==> config.mk <==
export PLATFORM = sky130hd
export DESIGN_NAME = mult_seq_param
export DESIGN_NICKNAME = d
export VERILOG_FILES = /design/src/rtl/mult_pkg.sv /design/src/rtl/mult_seq_fsm.sv /design/src/rtl/mult_seq_param.sv
export SDC_FILE = /design/constraint.sdc
export NUM_CORES = 1
export LEC_CHECK = 0
export CORE_UTILIZATION = 43
export DETAILED_ROUTE_END_ITERATION = 8
export GPL_ROUTABILITY_DRIVEN = 0
export GPL_TIMING_DRIVEN = 0
export SKIP_LAST_GASP = 1
export SYNTH_ARGS = -nofsm -noshare
export SYNTH_HDL_FRONTEND = slang
export SYNTH_SLANG_ARGS = --single-unit
export TNS_END_PERCENT = 20
==> constraint.sdc <==
create_clock -name clk -period 7.75 [get_ports clk]
set_clock_uncertainty 0.05 [all_clocks]
set_input_delay 2.325 -clock clk [delete_from_list [all_inputs] [get_ports clk]]
set_output_delay 2.325 -clock clk [all_outputs]
set_load 0.005 [all_outputs]
==> src/rtl/mult_pkg.sv <==
// Shared types and helpers for the parametrised sequential multiplier.
// The index width is sized to hold chunk numbers 0..N-1, never narrower than one bit.
package mult_pkg;

    typedef enum logic [1:0] {
        IDLE  = 2'd0,
        CALC  = 2'd1,
        FINAL = 2'd2
    } state_e;

    function automatic int idx_width(input int n);
        return (n > 1) ? $clog2(n) : 1;
    endfunction

endpackage

==> src/rtl/mult_seq_fsm.sv <==
// Sequencer for the chunked multiplier: walks the (i, j) chunk pairs and owns the
// busy/done handshake plus the load, accumulate and finalise strobes for the datapath.
module mult_seq_fsm
    import mult_pkg::*;
#(
    parameter int N  = 4,
    parameter int IW = idx_width(N)
) (
    input  logic          clk,
    input  logic          reset,
    input  logic          start,
    output logic          busy,
    output logic          done,
    output logic [IW-1:0] i_idx,
    output logic [IW-1:0] j_idx,
    output logic          load,
    output logic          accum,
    output logic          finalise
);

    localparam logic [IW-1:0] LAST = IW'(N - 1);

    state_e        state_r;
    logic [IW-1:0] i_r;
    logic [IW-1:0] j_r;
    logic          busy_r;
    logic          done_r;

    // State, chunk indices and handshake outputs; j is the inner index
    always_ff @(posedge clk or negedge reset) begin
        if (!reset) begin
            state_r <= IDLE;
            i_r     <= '0;
            j_r     <= '0;
            busy_r  <= 1'b0;
            done_r  <= 1'b0;
        end else begin
            case (state_r)
                IDLE: begin
                    done_r <= 1'b0;
                    i_r    <= '0;
                    j_r    <= '0;
                    if (start) begin
                        state_r <= CALC;
                        busy_r  <= 1'b1;
                    end else begin
                        busy_r  <= 1'b0;
                    end
                end
                CALC: begin
                    done_r <= 1'b0;
                    if (j_r == LAST) begin
                        j_r <= '0;
                        if (i_r == LAST) begin
                            i_r     <= '0;
                            state_r <= FINAL;
                        end else begin
                            i_r <= i_r + 1'b1;
                        end
                    end else begin
                        j_r <= j_r + 1'b1;
                    end
                end
                FINAL: begin
                    state_r <= IDLE;
                    busy_r  <= 1'b0;
                    done_r  <= 1'b1;
                end
                default: begin
                    state_r <= IDLE;
                    i_r     <= '0;
                    j_r     <= '0;
                    busy_r  <= 1'b0;
                    done_r  <= 1'b0;
                end
            endcase
        end
    end

    assign busy     = busy_r;
    assign done     = done_r;
    assign i_idx    = i_r;
    assign j_idx    = j_r;
    // Load fires in any idle cycle with start, including the done cycle (back-to-back)
    assign load     = (state_r == IDLE) & start;
    assign accum    = (state_r == CALC);
    assign finalise = (state_r == FINAL);

endmodule

==> src/rtl/mult_seq_param.sv <==
// Multi-cycle WIDTH x WIDTH multiplier: one CHUNK x CHUNK partial product per cycle on
// operand magnitudes, sign applied once at the end. Product only changes on completion.
module mult_seq_param
    import mult_pkg::*;
#(
    parameter int WIDTH = 32,
    parameter int CHUNK = 8
) (
    input  logic               clk,
    input  logic               reset,
    input  logic               start,
    input  logic               signed_mode,
    input  logic [WIDTH-1:0]   a,
    input  logic [WIDTH-1:0]   b,
    output logic               busy,
    output logic               done,
    output logic [2*WIDTH-1:0] product
);

    localparam int N  = WIDTH / CHUNK;
    localparam int IW = idx_width(N);
    localparam int SW = $clog2(2 * WIDTH) + 1;

    if (((WIDTH % CHUNK) != 0) || (WIDTH < CHUNK)) begin : g_param_check
        $error("mult_seq_param: WIDTH must be a non-zero multiple of CHUNK");
    end

    logic [IW-1:0]      i_s;
    logic [IW-1:0]      j_s;
    logic               load_s;
    logic               accum_s;
    logic               finalise_s;

    logic               sign_a_s;
    logic               sign_b_s;
    logic [WIDTH-1:0]   mag_a_s;
    logic [WIDTH-1:0]   mag_b_s;
    logic [CHUNK-1:0]   a_chunk_s [N];
    logic [CHUNK-1:0]   b_chunk_s [N];
    logic [2*CHUNK-1:0] pp_s;
    logic [SW-1:0]      shift_s;
    logic [2*WIDTH-1:0] term_s;

    logic               sign_a_r;
    logic               sign_b_r;
    logic [WIDTH-1:0]   mag_a_r;
    logic [WIDTH-1:0]   mag_b_r;
    logic [2*WIDTH-1:0] acc_r;
    logic [2*WIDTH-1:0] product_r;

    mult_seq_fsm #(
        .N  (N),
        .IW (IW)
    ) u_fsm (
        .clk      (clk),
        .reset    (reset),
        .start    (start),
        .busy     (busy),
        .done     (done),
        .i_idx    (i_s),
        .j_idx    (j_s),
        .load     (load_s),
        .accum    (accum_s),
        .finalise (finalise_s)
    );

    // The most negative operand's magnitude still fits in WIDTH unsigned bits
    assign sign_a_s = signed_mode & a[WIDTH-1];
    assign sign_b_s = signed_mode & b[WIDTH-1];
    assign mag_a_s  = sign_a_s ? (~a + 1'b1) : a;
    assign mag_b_s  = sign_b_s ? (~b + 1'b1) : b;

    for (genvar k = 0; k < N; k++) begin : g_chunk
        assign a_chunk_s[k] = mag_a_r[k*CHUNK +: CHUNK];
        assign b_chunk_s[k] = mag_b_r[k*CHUNK +: CHUNK];
    end

    // Current partial product, aligned to bit CHUNK*(i+j) of the accumulator
    always_comb begin
        pp_s    = (2*CHUNK)'(a_chunk_s[i_s]) * (2*CHUNK)'(b_chunk_s[j_s]);
        shift_s = (SW'(i_s) + SW'(j_s)) * SW'(CHUNK);
        term_s  = (2*WIDTH)'(pp_s) << shift_s;
    end

    // Operand latch, accumulation and final signed product
    always_ff @(posedge clk or negedge reset) begin
        if (!reset) begin
            sign_a_r  <= 1'b0;
            sign_b_r  <= 1'b0;
            mag_a_r   <= '0;
            mag_b_r   <= '0;
            acc_r     <= '0;
            product_r <= '0;
        end else begin
            if (load_s) begin
                sign_a_r <= sign_a_s;
                sign_b_r <= sign_b_s;
                mag_a_r  <= mag_a_s;
                mag_b_r  <= mag_b_s;
                acc_r    <= '0;
            end else if (accum_s) begin
                acc_r <= acc_r + term_s;
            end else if (finalise_s) begin
                product_r <= (sign_a_r ^ sign_b_r) ? (~acc_r + 1'b1) : acc_r;
            end
        end
    end

    assign product = product_r;

endmodule

==> flow_metrics.py, run 1 <==
metrics = {
    "synthesis": {
        "synth_area_sq_um": 16600,
        "netlist_instances": 2010,
        "synth.distinct_cells": 72,
        "synth.top_cell.area_share_pct": 30.5,
        "yosysTopAreaCell": "dfrtp_1",
        "yosysWarningCount": 0,
        "syn_avg_cell_area_sq_um": 8.25,
        "synth_area_leaders": "dfrtp_1, ha_1, o21ai_0, nand2_1, xnor2_1",
        "syn_nets": 2221,
        "async_reset_ff_share_pct": 100,
        "synth-edff-count": 0,
        "synth-seq-cells": 202,
        "synthFlopType": "dfrtp_1",
        "seq_area_frac_synth_pct": 30.5,
    },
    "placement": {
        "placedCellCount": 2655,
        "port_buffers": 133,
        "dp_hpwl_mm": 40.3,
    },
    "run_status": {
        "violations": "setup timing",
        "status": "complete, but fails checks",
    },
    "die": {
        "initial_utilization_pct": 43.9,
        "io_pins": 134,
        "die_w_microns": 198,
        "die_h_microns": 198,
        "row_count": 71,
        "core_area_sq_um": 37800,
        "dieArea_sq_um": 39300,
    },
    "global_route": {
        "busiest_layer": "met2",
        "overflow": 0,
        "grt_pass1_vias": 15500,
        "grt_util_met2_pct": 45.1,
        "grt_usage_pct": 27.7,
        "antenna_found_initial": 0,
        "grt_max_degree": 107,
        "grt_pass1_wl_mm": 84.8,
        "globalRouteMet1Util_pct": 37.3,
        "grt.met3_usage_pct": 3.01,
    },
    "sta": {
        "whs_ns": 0.422,
        "slew_viol_final": 0,
        "fin_crit_sh_pct": 103,
        "finalWorstSetupSlack_ns": -0.205,
        "period_needed_ns": 7.95,
        "grt_setup_unrepaired": "true",
        "max_freq_mhz": 126,
        "worst_slew_pin_slew_ns": 1.09,
        "max_slew_margin_pct": 27.6,
        "hold_violations": 0,
        "setup_violations": 8,
    },
    "min_path": {
        "holdPathEnd": "product[41]",
        "min_path_type": "reg -> reg",
        "whs_path_depth": 2,
        "min_from": "product[41]",
    },
    "drt": {
        "wl_per_cell_microns": 19.6,
        "post-route-drc-count": 0,
        "drt_wl_total_mm": 54.5,
        "ant_nets": 0,
        "drt-vias-per-instance": 5.68,
        "firstDrtPassIters": 5,
        "dr.first_iter.drc_count": 1094,
        "vias": 15800,
    },
    "clock_tree": {
        "cts_buffers": 24,
        "htreeDepth": 1,
        "path_clk_slew_ns": 0.06,
        "clkSinkCount": 202,
        "cts_tree": "done",
        "cts_root_buf": "clkbuf_16",
        "clockBufferDepth": 3,
        "postCtsHoldBufs": 0,
        "insertion_delay_ns": 0.55,
    },
    "critical_path": {
        "end_kind": "flip-flop",
        "worst-path-max-fanout": 5,
        "max_stage_delay_ns": 0.57,
        "crit_path_start": "u_fsm.i_idx[0]",
        "r2r-end": "acc_r[63]",
        "path_delay_family": "compound AO/OA/AOI/OAI gates",
        "path_buf_inv": 6,
        "crit_slowest_cell": "mux4_2",
        "critPathKind": "reg -> reg",
        "crit_required_ns": 8.17,
        "arrival_ns": 8.38,
        "rr_startpoint": "u_fsm.i_idx[0]",
        "critPathLaunchType": "flip-flop",
        "reg2reg_depth": 30,
        "reg2reg_slack_ns": -0.20,
    },
    "layout": {
        "final_util_pct": 56.0,
        "final_cells": 2778,
        "nets": 2463,
        "drive_gt1_share_pct": 14.5,
        "n_antenna_cell": 0,
        "syn_to_final_growth_pct": 27.5,
    },
    "run": {
        "maxCapViolCount": 0,
    },
}
## flip-flops by register name (all words and copies together), names as in the netlist, 2 cells and up
signal         cells
acc_r             64
product           64
mag_a_r           32
mag_b_r           32
u_fsm.i_idx        2
u_fsm.j_idx        2
u_fsm.state_r      2
## metrics by stage
stage                     instance area (sq um)  setup slack, ns  TNS [ns]
after floorplan                           16600           0.0141         0
after global placement                    18600            -4.33   -915.12
after detailed placement                  18600            -1.85    -49.94
after CTS                                 20400           -0.223    -0.553
after global routing                      21100           -0.429     -4.65
final                                     21100           -0.205    -0.707
## cell usage in the layout (no fill, tap or decap), drive strengths merged, types with 65 or more instances in the layout
cell type / n
a21oi: 133
and2: 67
buf: 112
clkbuf: 103
clkdlybuf4s50: 132
dfrtp: 202
ha: 105
inv: 87
nand2: 291
nor2: 149
o21ai: 248
xnor2: 121
xor2: 65
## Yosys cell counts, types with 7 or more instances
| library cell | n |
|---|---|
| a21o_1 | 42 |
| a21oi_1 | 133 |
| a31oi_1 | 22 |
| a32o_1 | 8 |
| and2_1 | 66 |
| and3_1 | 18 |
| buf_1 | 13 |
| clkbuf_1 | 83 |
| dfrtp_1 | 202 |
| fa_1 | 38 |
| ha_1 | 105 |
| inv_1 | 87 |
| mux4_2 | 16 |
| nand2_1 | 291 |
| nand2b_1 | 16 |
| nand3_1 | 36 |
| nand4_1 | 22 |
| nor2_1 | 149 |
| nor2b_1 | 15 |
| nor3_1 | 41 |
| nor4_1 | 14 |
| o211ai_1 | 10 |
| o21a_1 | 9 |
| o21ai_0 | 240 |
| o21ai_1 | 7 |
| o21bai_1 | 14 |
| o31ai_1 | 25 |
| or3_1 | 13 |
| or4_1 | 7 |
| xnor2_1 | 121 |
| xor2_1 | 65 |
## worst max-delay path by stage
stage                        endpoint  cells past startpoint
after floorplan             acc_r[63]                     30
after CTS                   acc_r[63]                     30
after global placement    mag_b_r[11]                      1
after global routing        acc_r[63]                     32
after detailed placement    acc_r[63]                     30
final                       acc_r[63]                     30
## worst register-to-register path: cells and delay by family, from the launching register on
| family | cells | cell delay (ns) |
|---|---|---|
| AO/OA/AOI/OAI | 12 | 2.65 |
| adder cells (fa/ha/maj) | 6 | 2.55 |
| buffers and inverters | 6 | 0.57 |
| flip-flops | 1 | 0.43 |
| multiplexers | 2 | 0.78 |
| AND/OR/NAND/NOR | 4 | 0.85 |
## what timing repair did
item / 4_1_cts / 5_1_grt
setup endpoints to repair: 51 / 35
gates cloned: 2 / 0
resized for setup: 118 / 104
setup buffers: 61 / 34
pin swaps: 73 / 96
## final cells by class
| class | instances | area (sq um) |
|---|---|---|
| flip-flops and latches | 202 | 5060 |
| inverters | 87 | 332 |
| clock buffers | 35 | 722 |
| well taps | 511 | 639 |
| plain buffers | 83 | 337 |
| multi-input cells | 1625 | 11800 |
| repair buffers | 229 | 2160 |
| clock inverters | 6 | 93.8 |
| fillers | 3502 | 16600 |
## metal layers
| metal | share of wire [%] | vias up |
|---|---|---|
| li1 | - | 7533 |
| met4 | 4.0 | 0 |
| met2 | 46 | 551 |
| met5 | 0 | - |
| met1 | 44 | 7579 |
| met3 | 5.3 | 126 |
## cells by family after synthesis
group,after synthesis,share of synthesized area (%)
buffers and inverters,183,4.14
DFF,202,30.5
xor gates and xnor gates,186,9.83
muxes,18,2.30
and+or+nand+nor,715,20.6
adders and majority gates,143,12.5
AOI/OAI and AO/OA,563,20.1
Power of run 1 is not shown: default switching activity piles up to over one toggle a cycle in this logic, so the estimate is an artifact.
==> run 2, diff against run 1 <==
- CORE_UTILIZATION: 43 -> 54
- HOLD_SLACK_MARGIN: not set -> 0.06
- PLACE_DENSITY: not set -> 0.78
==> run 2 against run 1 <==
Compared with the run above:
- the flow still finishes with violations (setup timing)
- sequential share of layout area up 0.094 points
- worst setup slack worse by 0.23 ns
- register-to-register slack worse by 0.23 ns
- clock-buffer cell count down 5
- worst hold slack better by 0.0044 ns
- first-iteration DRC count up 75%
- non-clock buffer count up 1
- fmax down 2.8%
- highest routed layer unchanged
==> flow_metrics.py, run 2 (same netlist as run 1, synthesis figures left out) <==
metrics = {
    "critical_path": {
        "critPathLaunchType": "flip-flop",
        "max_stage_delay_ns": 0.56,
        "path_buf_inv": 7,
        "path_delay_family": "compound AO/OA/AOI/OAI gates",
        "worst-path-max-fanout": 7,
        "crit_slowest_cell": "mux4_2",
        "crit_top_cell": "fa_1",
        "critPathKind": "reg -> reg",
        "arrival_ns": 8.58,
        "end_kind": "flip-flop",
        "crit_required_ns": 8.15,
        "reg2reg_slack_ns": -0.44,
    },
    "drt": {
        "drt_wl_total_mm": 54.5,
        "ant_nets": 0,
        "drt-vias-per-instance": 6.30,
        "wl_per_cell_microns": 20.5,
        "firstDrtPassIters": 8,
        "post-route-drc-count": 0,
        "dr.first_iter.drc_count": 1915,
        "vias": 16700,
    },
    "die": {
        "die_h_microns": 177,
        "core_area_sq_um": 30000,
        "die_w_microns": 177,
        "dieArea_sq_um": 31400,
        "initial_utilization_pct": 55.3,
        "io_pins": 134,
        "row_count": 63,
    },
    "layout": {
        "nets": 2463,
        "final_cell_mix": "nand2_1, o21ai_0, dfrtp_1",
        "layout_commonest_cell": "nand2_1",
        "drive_gt1_share_pct": 14.1,
        "syn_to_final_growth_pct": 27.0,
        "final_cells": 2658,
        "final_util_pct": 70.2,
        "stdcell_area_sq_um": 21000,
    },
    "placement": {
        "dp_hpwl_mm": 37.3,
        "port_buffers": 133,
        "post_dp_cell_area_sq_um": 18400,
        "placedCellCount": 2534,
    },
    "sta": {
        "fin_crit_sh_pct": 106,
        "hold_violations": 0,
        "worst_slew_pin_slew_ns": 1.10,
        "slew_viol_final": 0,
        "grt_setup_unrepaired": "true",
        "finalWorstSetupSlack_ns": -0.437,
        "setup_violations": 21,
        "max_slew_margin_pct": 26.4,
        "max_freq_mhz": 122,
        "period_needed_ns": 8.19,
    },
    "clock_tree": {
        "path_clk_slew_ns": 0.07,
        "clockBufferDepth": 3,
        "insertion_delay_ns": 0.53,
        "clkSinkCount": 202,
        "cts_buffers": 23,
        "htreeDepth": 1,
        "cts_root_buf": "clkbuf_16",
        "cts_tree": "done",
        "postCtsHoldBufs": 0,
    },
    "global_route": {
        "overflow": 0,
        "antenna_found_initial": 1,
        "grt_usage_pct": 32.8,
        "grt_max_degree": 117,
        "grt_pass1_vias": 15500,
        "grt_pass1_wl_mm": 81.5,
    },
    "min_path": {
        "min_path_type": "reg -> reg",
    },
    "run_status": {
        "status": "complete, but fails checks",
        "violations": "setup timing",
    },
    "run": {
        "maxCapViolCount": 0,
    },
}
==> run 2: cell count changes in the layout (fill, tap and decap cells not counted), moves of 4 or more <==
cell / delta
inv_1: -5
buf_6: +4
inv_2: +6
bufinv_16: +4
a21oi_2: -5
buf_4: -9
==> run 2: through the flow <==
| step | setup slack (ns) | setup TNS [ns] | hold slack [ns] |
|---|---|---|---|
| 6_report | -0.437 | -3.28 | 0.426 |
| 3_3_place_gp | -4.02 | -839.60 | 0.405 |
| 3_5_place_dp | -1.51 | -37.52 | 0.413 |
| 4_1_cts | -0.263 | -0.447 | 0.428 |
| 2_1_floorplan | 0.0141 | 0 | 0.391 |
| 5_1_grt | -0.586 | -7.84 | 0.449 |
==> run 2: path summary, 6_finish.rpt <==
check,cells after the start,start,to
max,31,u_fsm.i_idx[0],acc_r[63]
min,2,mag_a_r[25],mag_a_r[25]
max reg2reg,31,u_fsm.i_idx[0],acc_r[63]
min reg2reg,2,mag_a_r[25],mag_a_r[25]
max in group asynchronous,2,reset,u_fsm.i_idx[0]
min in group asynchronous,1,reset,product[33]
==> run 2: worst reg2reg max path: cells and delay by family, from the launching register on <==
family,cells,cell delay (ns)
AOI/OAI and AO/OA,11,2.46
adders and majority gates,6,2.37
buffers and inverters,7,0.94
and+or+nand+nor,4,0.79
muxes,2,0.77
DFF,1,0.43
xor gates and xnor gates,1,0.31
==> run 2: metal layers <==
metal  GRT usage [%]  routed length, microns  vias up
met2            51.2                   24200     1013
met1            43.8                   21300     7907
met4            16.3                    3430        0
met5               0                       0        -
li1                -                       -     7531
met3            5.91                    5550      282
==> run 2: what timing repair did <==
item / 4_1_cts / 5_1_grt
endpoints found under the hold margin: 0 / 0
cloned: 1 / 0
gates resized for setup: 113 / 109
buffers inserted: 55 / 37
endpoints found under the setup margin: 49 / 35
pin swaps: 73 / 93
==> run 2: area by class of cell <==
type                            instances  area [sq um]
Clock inverter                         10           208
Inverter                               87           329
Timing Repair Buffer                  225          2150
Tap cell                              390           488
Clock buffer                           30           662
Buffer                                 88           358
Sequential cell                       202          5060
Antenna cell                            1          2.50
Multi-Input combinational cell       1625         11800
Fill cell                            2222          8910
Power of run 2 is left out for the same reason.
